`src/rtl/ctle_rx_sampler.sv`:
```
// Per-UI sampler and slicer for the CTLE differential output, with hysteresis,
// a word deserializer and a valid/ready handshake towards the checker.
module ctle_rx_sampler #(
  parameter int IN_WIDTH  = 18,
  parameter int UI_CYCLES = 100,
  parameter int PHASE     = 50,
  parameter int HYST      = 0,
  parameter int WORD_BITS = 8,
  parameter int CNT_WIDTH = 16
) (
  input  logic                       emu_clk,
  input  logic                       emu_rst,
  input  logic                       en,
  input  logic signed [IN_WIDTH-1:0] voutp,
  input  logic signed [IN_WIDTH-1:0] voutn,
  input  logic                       clr_ovr,
  input  logic                       word_ready,
  output logic                       bit_out,
  output logic                       bit_valid,
  output logic [WORD_BITS-1:0]       word_out,
  output logic                       word_valid,
  output logic                       overrun,
  output logic                       busy
);

  localparam int IDX_W = (WORD_BITS > 1) ? $clog2(WORD_BITS) : 1;

  localparam logic [CNT_WIDTH-1:0] PHASE_LAST = CNT_WIDTH'(PHASE - 1);
  localparam logic [CNT_WIDTH-1:0] UI_LAST    = CNT_WIDTH'(UI_CYCLES - 1);
  localparam logic [CNT_WIDTH-1:0] CNT_ONE    = CNT_WIDTH'(1);
  localparam logic [IDX_W-1:0]     IDX_LAST   = IDX_W'(WORD_BITS - 1);
  localparam logic [IDX_W-1:0]     IDX_ONE    = IDX_W'(1);

  // Thresholds are one bit wider than the difference so -HYST never wraps.
  localparam logic signed [IN_WIDTH+1:0] HYST_HI = (IN_WIDTH + 2)'(HYST);
  localparam logic signed [IN_WIDTH+1:0] HYST_LO = -HYST_HI;

  typedef enum logic [1:0] {
    IDLE  = 2'd0,
    ALIGN = 2'd1,
    RUN   = 2'd2
  } state_t;

  state_t               state, state_nxt;
  logic [CNT_WIDTH-1:0] cnt, cnt_nxt;
  logic                 sample;
  logic                 abort;

  logic signed [IN_WIDTH:0]   diff;
  logic signed [IN_WIDTH+1:0] diff_ext;
  logic                       decision;

  logic [IDX_W-1:0]     bit_idx, bit_idx_nxt;
  logic [WORD_BITS-1:0] shreg, shreg_nxt;
  logic [WORD_BITS-1:0] word_asm;
  logic                 word_done;

  logic [WORD_BITS-1:0] word_out_nxt;
  logic                 word_valid_nxt;
  logic                 overrun_nxt;
  logic                 drop;

  // ---------------------------------------------------------------------------
  // Phase/UI timing FSM
  // ---------------------------------------------------------------------------
  always_comb begin
    // NOTE: every variable gets a default before the case so no path leaves it
    // unassigned, which would otherwise infer a latch.
    state_nxt = state;
    cnt_nxt   = cnt;
    sample    = 1'b0;
    abort     = 1'b0;
    case (state)
      IDLE: begin
        if (en) begin
          state_nxt = ALIGN;
          cnt_nxt   = '0;
        end
      end
      ALIGN: begin
        if (!en) begin
          state_nxt = IDLE;
          cnt_nxt   = '0;
          abort     = 1'b1;
        end else if (cnt == PHASE_LAST) begin
          state_nxt = RUN;
          cnt_nxt   = '0;
          sample    = 1'b1;
        end else begin
          cnt_nxt = cnt + CNT_ONE;
        end
      end
      RUN: begin
        if (!en) begin
          state_nxt = IDLE;
          cnt_nxt   = '0;
          abort     = 1'b1;
        end else if (cnt == UI_LAST) begin
          cnt_nxt = '0;
          sample  = 1'b1;
        end else begin
          cnt_nxt = cnt + CNT_ONE;
        end
      end
      default: begin
        state_nxt = IDLE;
        cnt_nxt   = '0;
      end
    endcase
  end

  always_ff @(posedge emu_clk or posedge emu_rst) begin
    // NOTE: sequential state uses non-blocking assignments so every register
    // sees pre-edge values, independent of statement order.
    if (emu_rst) begin
      state <= IDLE;
      cnt   <= '0;
      busy  <= 1'b0;
    end else begin
      state <= state_nxt;
      cnt   <= cnt_nxt;
      busy  <= (state_nxt != IDLE);
    end
  end

  // ---------------------------------------------------------------------------
  // Slicer: exact signed difference, hold previous decision inside the band
  // ---------------------------------------------------------------------------
  always_comb begin
    diff     = $signed({voutp[IN_WIDTH-1], voutp}) - $signed({voutn[IN_WIDTH-1], voutn});
    diff_ext = {diff[IN_WIDTH], diff};
    decision = bit_out;
    if (diff_ext > HYST_HI) begin
      decision = 1'b1;
    end else if (diff_ext < HYST_LO) begin
      decision = 1'b0;
    end
  end

  // ---------------------------------------------------------------------------
  // Deserializer: first-received bit lands in bit 0
  // ---------------------------------------------------------------------------
  always_comb begin
    bit_idx_nxt = bit_idx;
    shreg_nxt   = shreg;
    word_asm    = shreg;
    word_done   = 1'b0;
    if (abort) begin
      bit_idx_nxt = '0;
      shreg_nxt   = '0;
    end else if (sample) begin
      word_asm[bit_idx] = decision;
      if (bit_idx == IDX_LAST) begin
        word_done   = 1'b1;
        bit_idx_nxt = '0;
        shreg_nxt   = '0;
      end else begin
        bit_idx_nxt = bit_idx + IDX_ONE;
        shreg_nxt   = word_asm;
      end
    end
  end

  // ---------------------------------------------------------------------------
  // Output handshake; a completed word may replace one accepted on the same edge
  // ---------------------------------------------------------------------------
  always_comb begin
    word_out_nxt   = word_out;
    word_valid_nxt = word_valid;
    drop           = 1'b0;
    if (word_done && (!word_valid || word_ready)) begin
      word_out_nxt   = word_asm;
      word_valid_nxt = 1'b1;
    end else if (word_done) begin
      drop = 1'b1;
    end else if (word_valid && word_ready) begin
      word_valid_nxt = 1'b0;
    end

    overrun_nxt = overrun;
    if (drop) begin
      overrun_nxt = 1'b1;
    end else if (clr_ovr) begin
      overrun_nxt = 1'b0;
    end
  end

  always_ff @(posedge emu_clk or posedge emu_rst) begin
    if (emu_rst) begin
      // NOTE: the partial-word register is reset like any control state, since
      // its contents feed word_out directly.
      bit_idx    <= '0;
      shreg      <= '0;
      bit_out    <= 1'b0;
      bit_valid  <= 1'b0;
      word_out   <= '0;
      word_valid <= 1'b0;
      overrun    <= 1'b0;
    end else begin
      bit_idx    <= bit_idx_nxt;
      shreg      <= shreg_nxt;
      bit_valid  <= sample;
      if (sample) begin
        bit_out <= decision;
      end
      word_out   <= word_out_nxt;
      word_valid <= word_valid_nxt;
      overrun    <= overrun_nxt;
    end
  end

endmodule

```
`config.mk`:
```
export PLATFORM = sky130hd
export DESIGN_NAME = ctle_rx_sampler
export DESIGN_NICKNAME = d
export VERILOG_FILES = /design/src/rtl/ctle_rx_sampler.sv
export SDC_FILE = /design/constraint.sdc
export NUM_CORES = 1
export LEC_CHECK = 0
export BUFFER_PORTS_ARGS = -buffer_cell sky130_fd_sc_hd__buf_2
export CORE_ASPECT_RATIO = 1.5
export CORE_MARGIN = 2
export CORE_UTILIZATION = 30
export CTS_CLUSTER_DIAMETER = 30
export DETAILED_ROUTE_END_ITERATION = 7
export PLACE_DENSITY = 0.55
export SLEW_MARGIN = 20
export SYNTH_ARGS = -nofsm -noshare
export SYNTH_HDL_FRONTEND = slang
export SYNTH_SLANG_ARGS = --single-unit
```
`constraint.sdc`:
```
create_clock -name emu_clk -period 4.18 [get_ports emu_clk]
set_input_delay 0.209 -clock emu_clk [delete_from_list [all_inputs] [get_ports emu_clk]]
set_output_delay 0.209 -clock emu_clk [all_outputs]
set_load 0.03 [all_outputs]
```
==> results of run 1 <==
==> cell families after synthesis <==
logic type	Yosys count	synth area share
AO/OA/AOI/OAI	132	0.2716
multiplexers	3	0.008410
XOR/XNOR	6	0.01472
buffers and inverters	49	0.07849
AND/OR/NAND/NOR	158	0.2358
adder cells (fa/ha/maj)	27	0.09671
flip-flops	42	0.2943
==> tightest hold or removal path, delay by kind of cell <==
| family | cells | cell delay [ps] |
|---|---|---|
| buf+inv | 3 | 570 |
==> placed cells by master (no fill, tap or decap), types with 3 or more instances in the layout <==
cell,n
a211oi_1,4
a21o_1,6
a21oi_1,30
and2b_2,7
and3_1,11
buf_2,53
buf_4,3
clkbuf_16,5
dfrtp_1,42
ha_1,26
inv_1,29
mux2i_1,3
nand2_1,46
nand2b_1,12
nand3_1,10
nand3b_1,3
nand4b_1,3
nor2_1,30
nor2b_1,7
nor3_1,7
nor4_1,5
o2111ai_1,4
o211ai_1,3
o21a_1,4
o21ai_0,37
o31ai_1,4
o41ai_1,9
o41ai_2,9
xor2_1,6
==> metal layers <==
metal / share of wire / wire length [um]
met1: 0.42 / 3530
met2: 0.52 / 4357
met3: 0.035 / 291
met4: 0.027 / 230
met5: 0 / 0
==> registers in the layout (all words and copies together) (netlist names) <==
name	flops
cnt	16
shreg	8
word_out	8
bit_idx	3
state	2
bit_out	1
bit_valid	1
busy	1
overrun	1
word_valid	1
==> stage by stage <==
step                total power, uW  instances  cell area (sq um)  hold slack [ps]
floorplan                     701.5        417               3571            317.7
global route                   1300        612               4048            107.4
detailed placement            785.9        604               3881            378.1
global placement              780.7        604               3879            384.3
finish                         1221        612               4048            42.06
CTS                            1236        612               4048            75.13
==> cell type report <==
| cell class | instances | area (sq um) | area share |
|---|---|---|---|
| clock buffer | 6 | 128.9 | 0.03184 |
| inverter | 30 | 112.6 | 0.02782 |
| clock inverter | 2 | 37.54 | 0.009274 |
| tap | 150 | 187.7 | 0.04637 |
| sequential | 42 | 1051 | 0.2597 |
| multi-input combinational | 326 | 2242 | 0.5539 |
| timing repair buffer | 56 | 287.8 | 0.07110 |
==> final timing paths <==
path | to | start | cells past startpoint | slack, ps
worst max-delay path | word_out[1]$_DFFE_PP0P_ | voutp[0] | 13 | 1150
worst min-delay path | cnt[7]$_DFFE_PP0P_ | emu_rst | 3 | 40
worst max register to register | word_out[1]$_DFFE_PP0P_ | cnt[2]$_DFFE_PP0P_ | 7 | 1210
worst min register to register | word_out[5]$_DFFE_PP0P_ | word_out[5]$_DFFE_PP0P_ | 2 | 490
max in group asynchronous | word_out[4]$_DFFE_PP0P_ | emu_rst | 3 | 3750
min in group emu_clk | overrun$_DFFE_PP0P_ | clr_ovr | 2 | 120
==> where the power goes <==
group	switching [uW]	internal (uW)
clock network	160	282
registers	13.9	422
logic	213	132
==> impl_metrics.yaml, run 1 <==
status:
  status: "finished clean"
setup_path:
  cp_slowest_stage_delay_ps: 490
  cp-start-kind: "input pin"
  path_max_fanout: 17
  worstSetupPathType: "in -> reg"
  cp.arrival_ps: 3160
  crit_top_cell: "inv_1"
  crit_path_end_kind: "flop"
  required_ps: 4310
  slowest_stage: "or4_1"
  cp_top_family: "compound AO/OA/AOI/OAI gates"
  path_cells: "buf_2 -> inv_1 -> ha_1 -> inv_1 -> fa_1 -> a21o_1 -> a221oi_4 -> o22ai_2 -> or4_1 -> a221o_1 -> nor4_4 -> buf_4 -> o41ai_1"
  crit_buf_inv: 4
layout:
  finalNetCount: 529
  areaGrowthSynthToFinish_pct: 13.35
  diodes: 0
  layout-drive-gt1-share: 0.2100
  fin_util: 0.3492
  fill_cells: 1213
pwr:
  peakVddDrop_mv: 0.3178
  leakagePower_uw: 0.001924
  p_per_area_nw_per_um2: 301.8
place:
  dp_hpwl_mm: 6.337
  port_buffers: 53
  place_congestion: 0.9627
  pre_cts_slack_ps: 836.3
yosys:
  synth-seq-area-share: 0.2943
  ys_async_sr_fraction: 1.000
  yosysTopAreaCellShare: 0.2943
  yosys.area.top_type: "dfrtp_1"
  synth.distinct_cells: 66
  avgSynthCellArea_sq_um: 8.563
  synthCells: 417
  synthFlopType: "dfrtp_1"
  synthTopCellsByCount: "nand2_1, dfrtp_1, o21ai_0"
  synth_edf_count: 0
  ys_seq_elements: 42
  synth.most_common_cell: "nand2_1"
  synth_fp_nets: 485
  yosysWarnings: 0
  syn_area_sq_um: 3571
  synth_area_leaders: "dfrtp_1, ha_1, o21ai_0"
global_routing:
  grt_max_degree: 43
  gr-usage-met1: 0.1593
  met3_usage: 0.01805
  overflow: 0
  grt_pass1_vias: 3184
  grt_util_met2: 0.2536
  antenna_found_initial: 0
  top_usage_layer: "met2"
  grt_pass1_wl_mm: 14.39
  grtUsageTotal: 0.1382
cts:
  cts_root_buf: "clkbuf_16"
  cts_buffer_depth: 2
  clock_latency_ps: 290
  hold_buffers: 0
  htreeDepth: 2
  cts_resized: 0
  cts_setup_buffers: 0
  cts_inserted_buffers: 5
  cts_tree: "yes"
  clock_sinks: 42
  clk_pin_slew_ps: 60
drt:
  dr_total_vias: 3204
  drtPass1Iterations: 4
  drt_wl_total_mm: 8.410
  drt-initial-drc-count: 189
  drt-wirelength-per-cell_um: 13.74
  drcViolationCount: 0
  viasPerCell: 5.235
  ant_nets: 0
timing:
  max_freq_ghz: 0.3304
  fin_setup_tns_ps: 0
  min_period_ps: 3027
  period_share: 0.7241
  rsz0062_at_grt: "false"
  setup_violations: 0
  slew_headroom: 0.3820
  fin_worst_skew_ps: 3.821
  slew_viol_final: 0
  hold_violations: 0
  tightestPinTransition_ps: 926.9
  timing.final.ws_setup_ps: 1153
job:
  drv_cap: 0
floorplan:
  initial_core_util: 0.3081
  dieArea_sq_um: 12810
  dieHeight_um: 137.6
  io_pins: 54
  core_sq_um: 11590
  core.rowCount: 48
  die_width_um: 93.08
hold_path:
  hp-class: "in -> async"
Power figures use the tool's default switching activity.
==> inputs of run 2 (changes only) <==
==> constraint.sdc (replaced) <==
create_clock -name emu_clk -period 3 [get_ports emu_clk]
set_input_delay 0.15 -clock emu_clk [delete_from_list [all_inputs] [get_ports emu_clk]]
set_output_delay 0.15 -clock emu_clk [all_outputs]
set_load 0.03 [all_outputs]
==> run 2 against run 1 <==
The flow now finishes with violations (hold timing). Global-route usage about the same. Critical path depth unchanged. Sequential power increased by 39%. Design area is 4.1% higher. Clock skew up 4.6 ps. Worst hold slack worse by 53 ps. Power rose by 49%. Register-to-register slack got worse by 600 ps. Utilization is 1.4 points higher. Setup slack worse by 870 ps. Critical endpoint is now shreg[1]$_DFFE_PP0P_. Largest power group unchanged. Highest routed layer unchanged.
==> impl_metrics.yaml, run 2 (synthesis results as in run 1) <==
status:
  status: "finished, violations left"
  violations: "hold timing"
drt:
  drt-initial-drc-count: 155
  drcViolationCount: 0
  m1WireLength_mm: 3.635
  dr_total_vias: 3235
  met3WireLength_um: 255
  viasPerCell: 5.159
  maxUsedRoutingLayer: "met4"
  drt-wirelength-per-cell_um: 13.64
  drt_wl_total_mm: 8.554
  ant_nets: 0
  drtPass1Iterations: 5
  wl_met2_mm: 4.454
global_routing:
  grt_pass1_vias: 3276
  antenna_found_initial: 0
  grt_pass1_wl_mm: 14.49
  overflow: 0
  grtUsageTotal: 0.1383
  grt_max_degree: 43
pwr:
  netSwitchingFraction: 0.3021
  p_per_area_nw_per_um2: 433.1
  pwr-share-comb: 0.279
  seqPwrFrac: 0.332
  peakVddDrop_mv: 0.3887
  power.switching_uw: 551.2
  internal-power_uw: 1274
  leakagePower_uw: 0.002018
  power.total_uw: 1825
  p_clk_frac: 0.389
layout:
  diodes: 0
  layout-drive-gt1-share: 0.2369
  final_cell_mix: "buf_2, nand2_1, dfrtp_1"
  areaGrowthSynthToFinish_pct: 17.97
  largest_register: "cnt"
  largest_registers: "cnt x16, shreg x8, word_out x8"
  stdcell_count: 627
  finalNetCount: 544
  largest_reg_flops: 16
  layout_commonest_cell: "buf_2"
  stdcell_area_sq_um: 4213
cts:
  cts_resized: 0
  cts_buffer_depth: 2
  cts_inserted_buffers: 5
  cts_tree: "yes"
  cts_setup_buffers: 0
  cts_root_buf: "clkbuf_16"
  hold_buffers: 0
  clock_latency_ps: 290
  htreeDepth: 2
  clk_pin_slew_ps: 60
  clock_sinks: 42
setup_path:
  path_cells: "buf_2 -> inv_1 -> ha_1 -> inv_1 -> fa_2 -> a21o_1 -> a221oi_4 -> o22ai_2 -> or4_1 -> a221o_1 -> nor4_4 -> buf_12 -> o41ai_2"
  path_max_fanout: 17
  cp_top_family: "compound AO/OA/AOI/OAI gates"
  required_ps: 3160
  crit_top_cell: "inv_1"
  cp-start-kind: "input pin"
  cp.arrival_ps: 2880
  cp_slowest_stage_delay_ps: 470
  slowest_stage: "or4_1"
  crit_buf_inv: 4
  worstSetupPathType: "in -> reg"
  crit_path_end_kind: "flop"
timing:
  max_freq_ghz: 0.3681
  setup_violations: 0
  period_share: 0.9055
  slew_viol_final: 0
  tightestPinTransition_ps: 549.5
  min_period_ps: 2717
  hold_violations: 34
  rsz0062_at_grt: "false"
  fin_setup_tns_ps: 0
  slew_headroom: 0.6337
  fin_worst_skew_ps: 8.420
  finalHoldWorstSlack_ps: -11.09
floorplan:
  dieArea_sq_um: 12810
  initial_core_util: 0.3081
  dieHeight_um: 137.6
  io_pins: 54
  core_sq_um: 11590
  core.rowCount: 48
  die_width_um: 93.08
place:
  place_area_sq_um: 4019
  post-place-cells: 619
  place_congestion: 0.9165
  port_buffers: 53
  dp_hpwl_mm: 6.390
hold_path:
  hp-class: "in -> async"
job:
  drv_cap: 0
## run 2: layout make-up
cell class	count	area (sq um)
inverters	30	112.6
flip-flops and latches	42	1051
well taps	150	187.7
clock buffers	5	125.1
clock inverters	3	68.82
fillers	1186	7378
repair buffers	71	425.4
multi-input cells	326	2242
## run 2: power by group through the flow
| stage | Combinational, uW | Clock [uW] | Sequential, uW |
|---|---|---|---|
| global route | 567 | 754 | 611 |
| global placement | 503 | 0 | 617 |
| finish | 508 | 710 | 607 |
| floorplan | 350 | 0 | 628 |
| CTS | 514 | 732 | 607 |
| detailed placement | 510 | 0 | 617 |
## run 2: path summary, 6_finish.rpt
kind,from,endpoint,slack (ps),depth (start not counted)
min reg2reg,word_out[6]$_DFFE_PP0P_,word_out[6]$_DFFE_PP0P_,480,2
max in group asynchronous,emu_rst,bit_idx[1]$_DFFE_PP0P_,2640,3
min in group emu_clk,clr_ovr,overrun$_DFFE_PP0P_,50,2
min,emu_rst,cnt[7]$_DFFE_PP0P_,-10,3
max,voutp[0],shreg[1]$_DFFE_PP0P_,280,13
max reg2reg,cnt[2]$_DFFE_PP0P_,shreg[2]$_DFFE_PP0P_,610,7
## run 2: tightest hold or removal path, stage by stage
cell	delay, ps
buf_2	100
clkinv_1	30
buf_4	450
## run 2: routing by layer
layer	track usage	up-vias
met5	0	-
met4	0.06209	0
met3	0.01805	13
met2	0.2560	65
met1	0.1566	1523
li1	-	1634
## run 2: stage by stage
step	util	setup slack (ps)	hold WS [ps]
floorplan	-	3.906	258.7
global placement	0.3467	-12.66	330.3
detailed placement	0.3467	-39.61	331.8
CTS	0.3635	249.7	19.14
global route	0.3635	123.7	49.42
finish	0.3635	283.4	-11.09
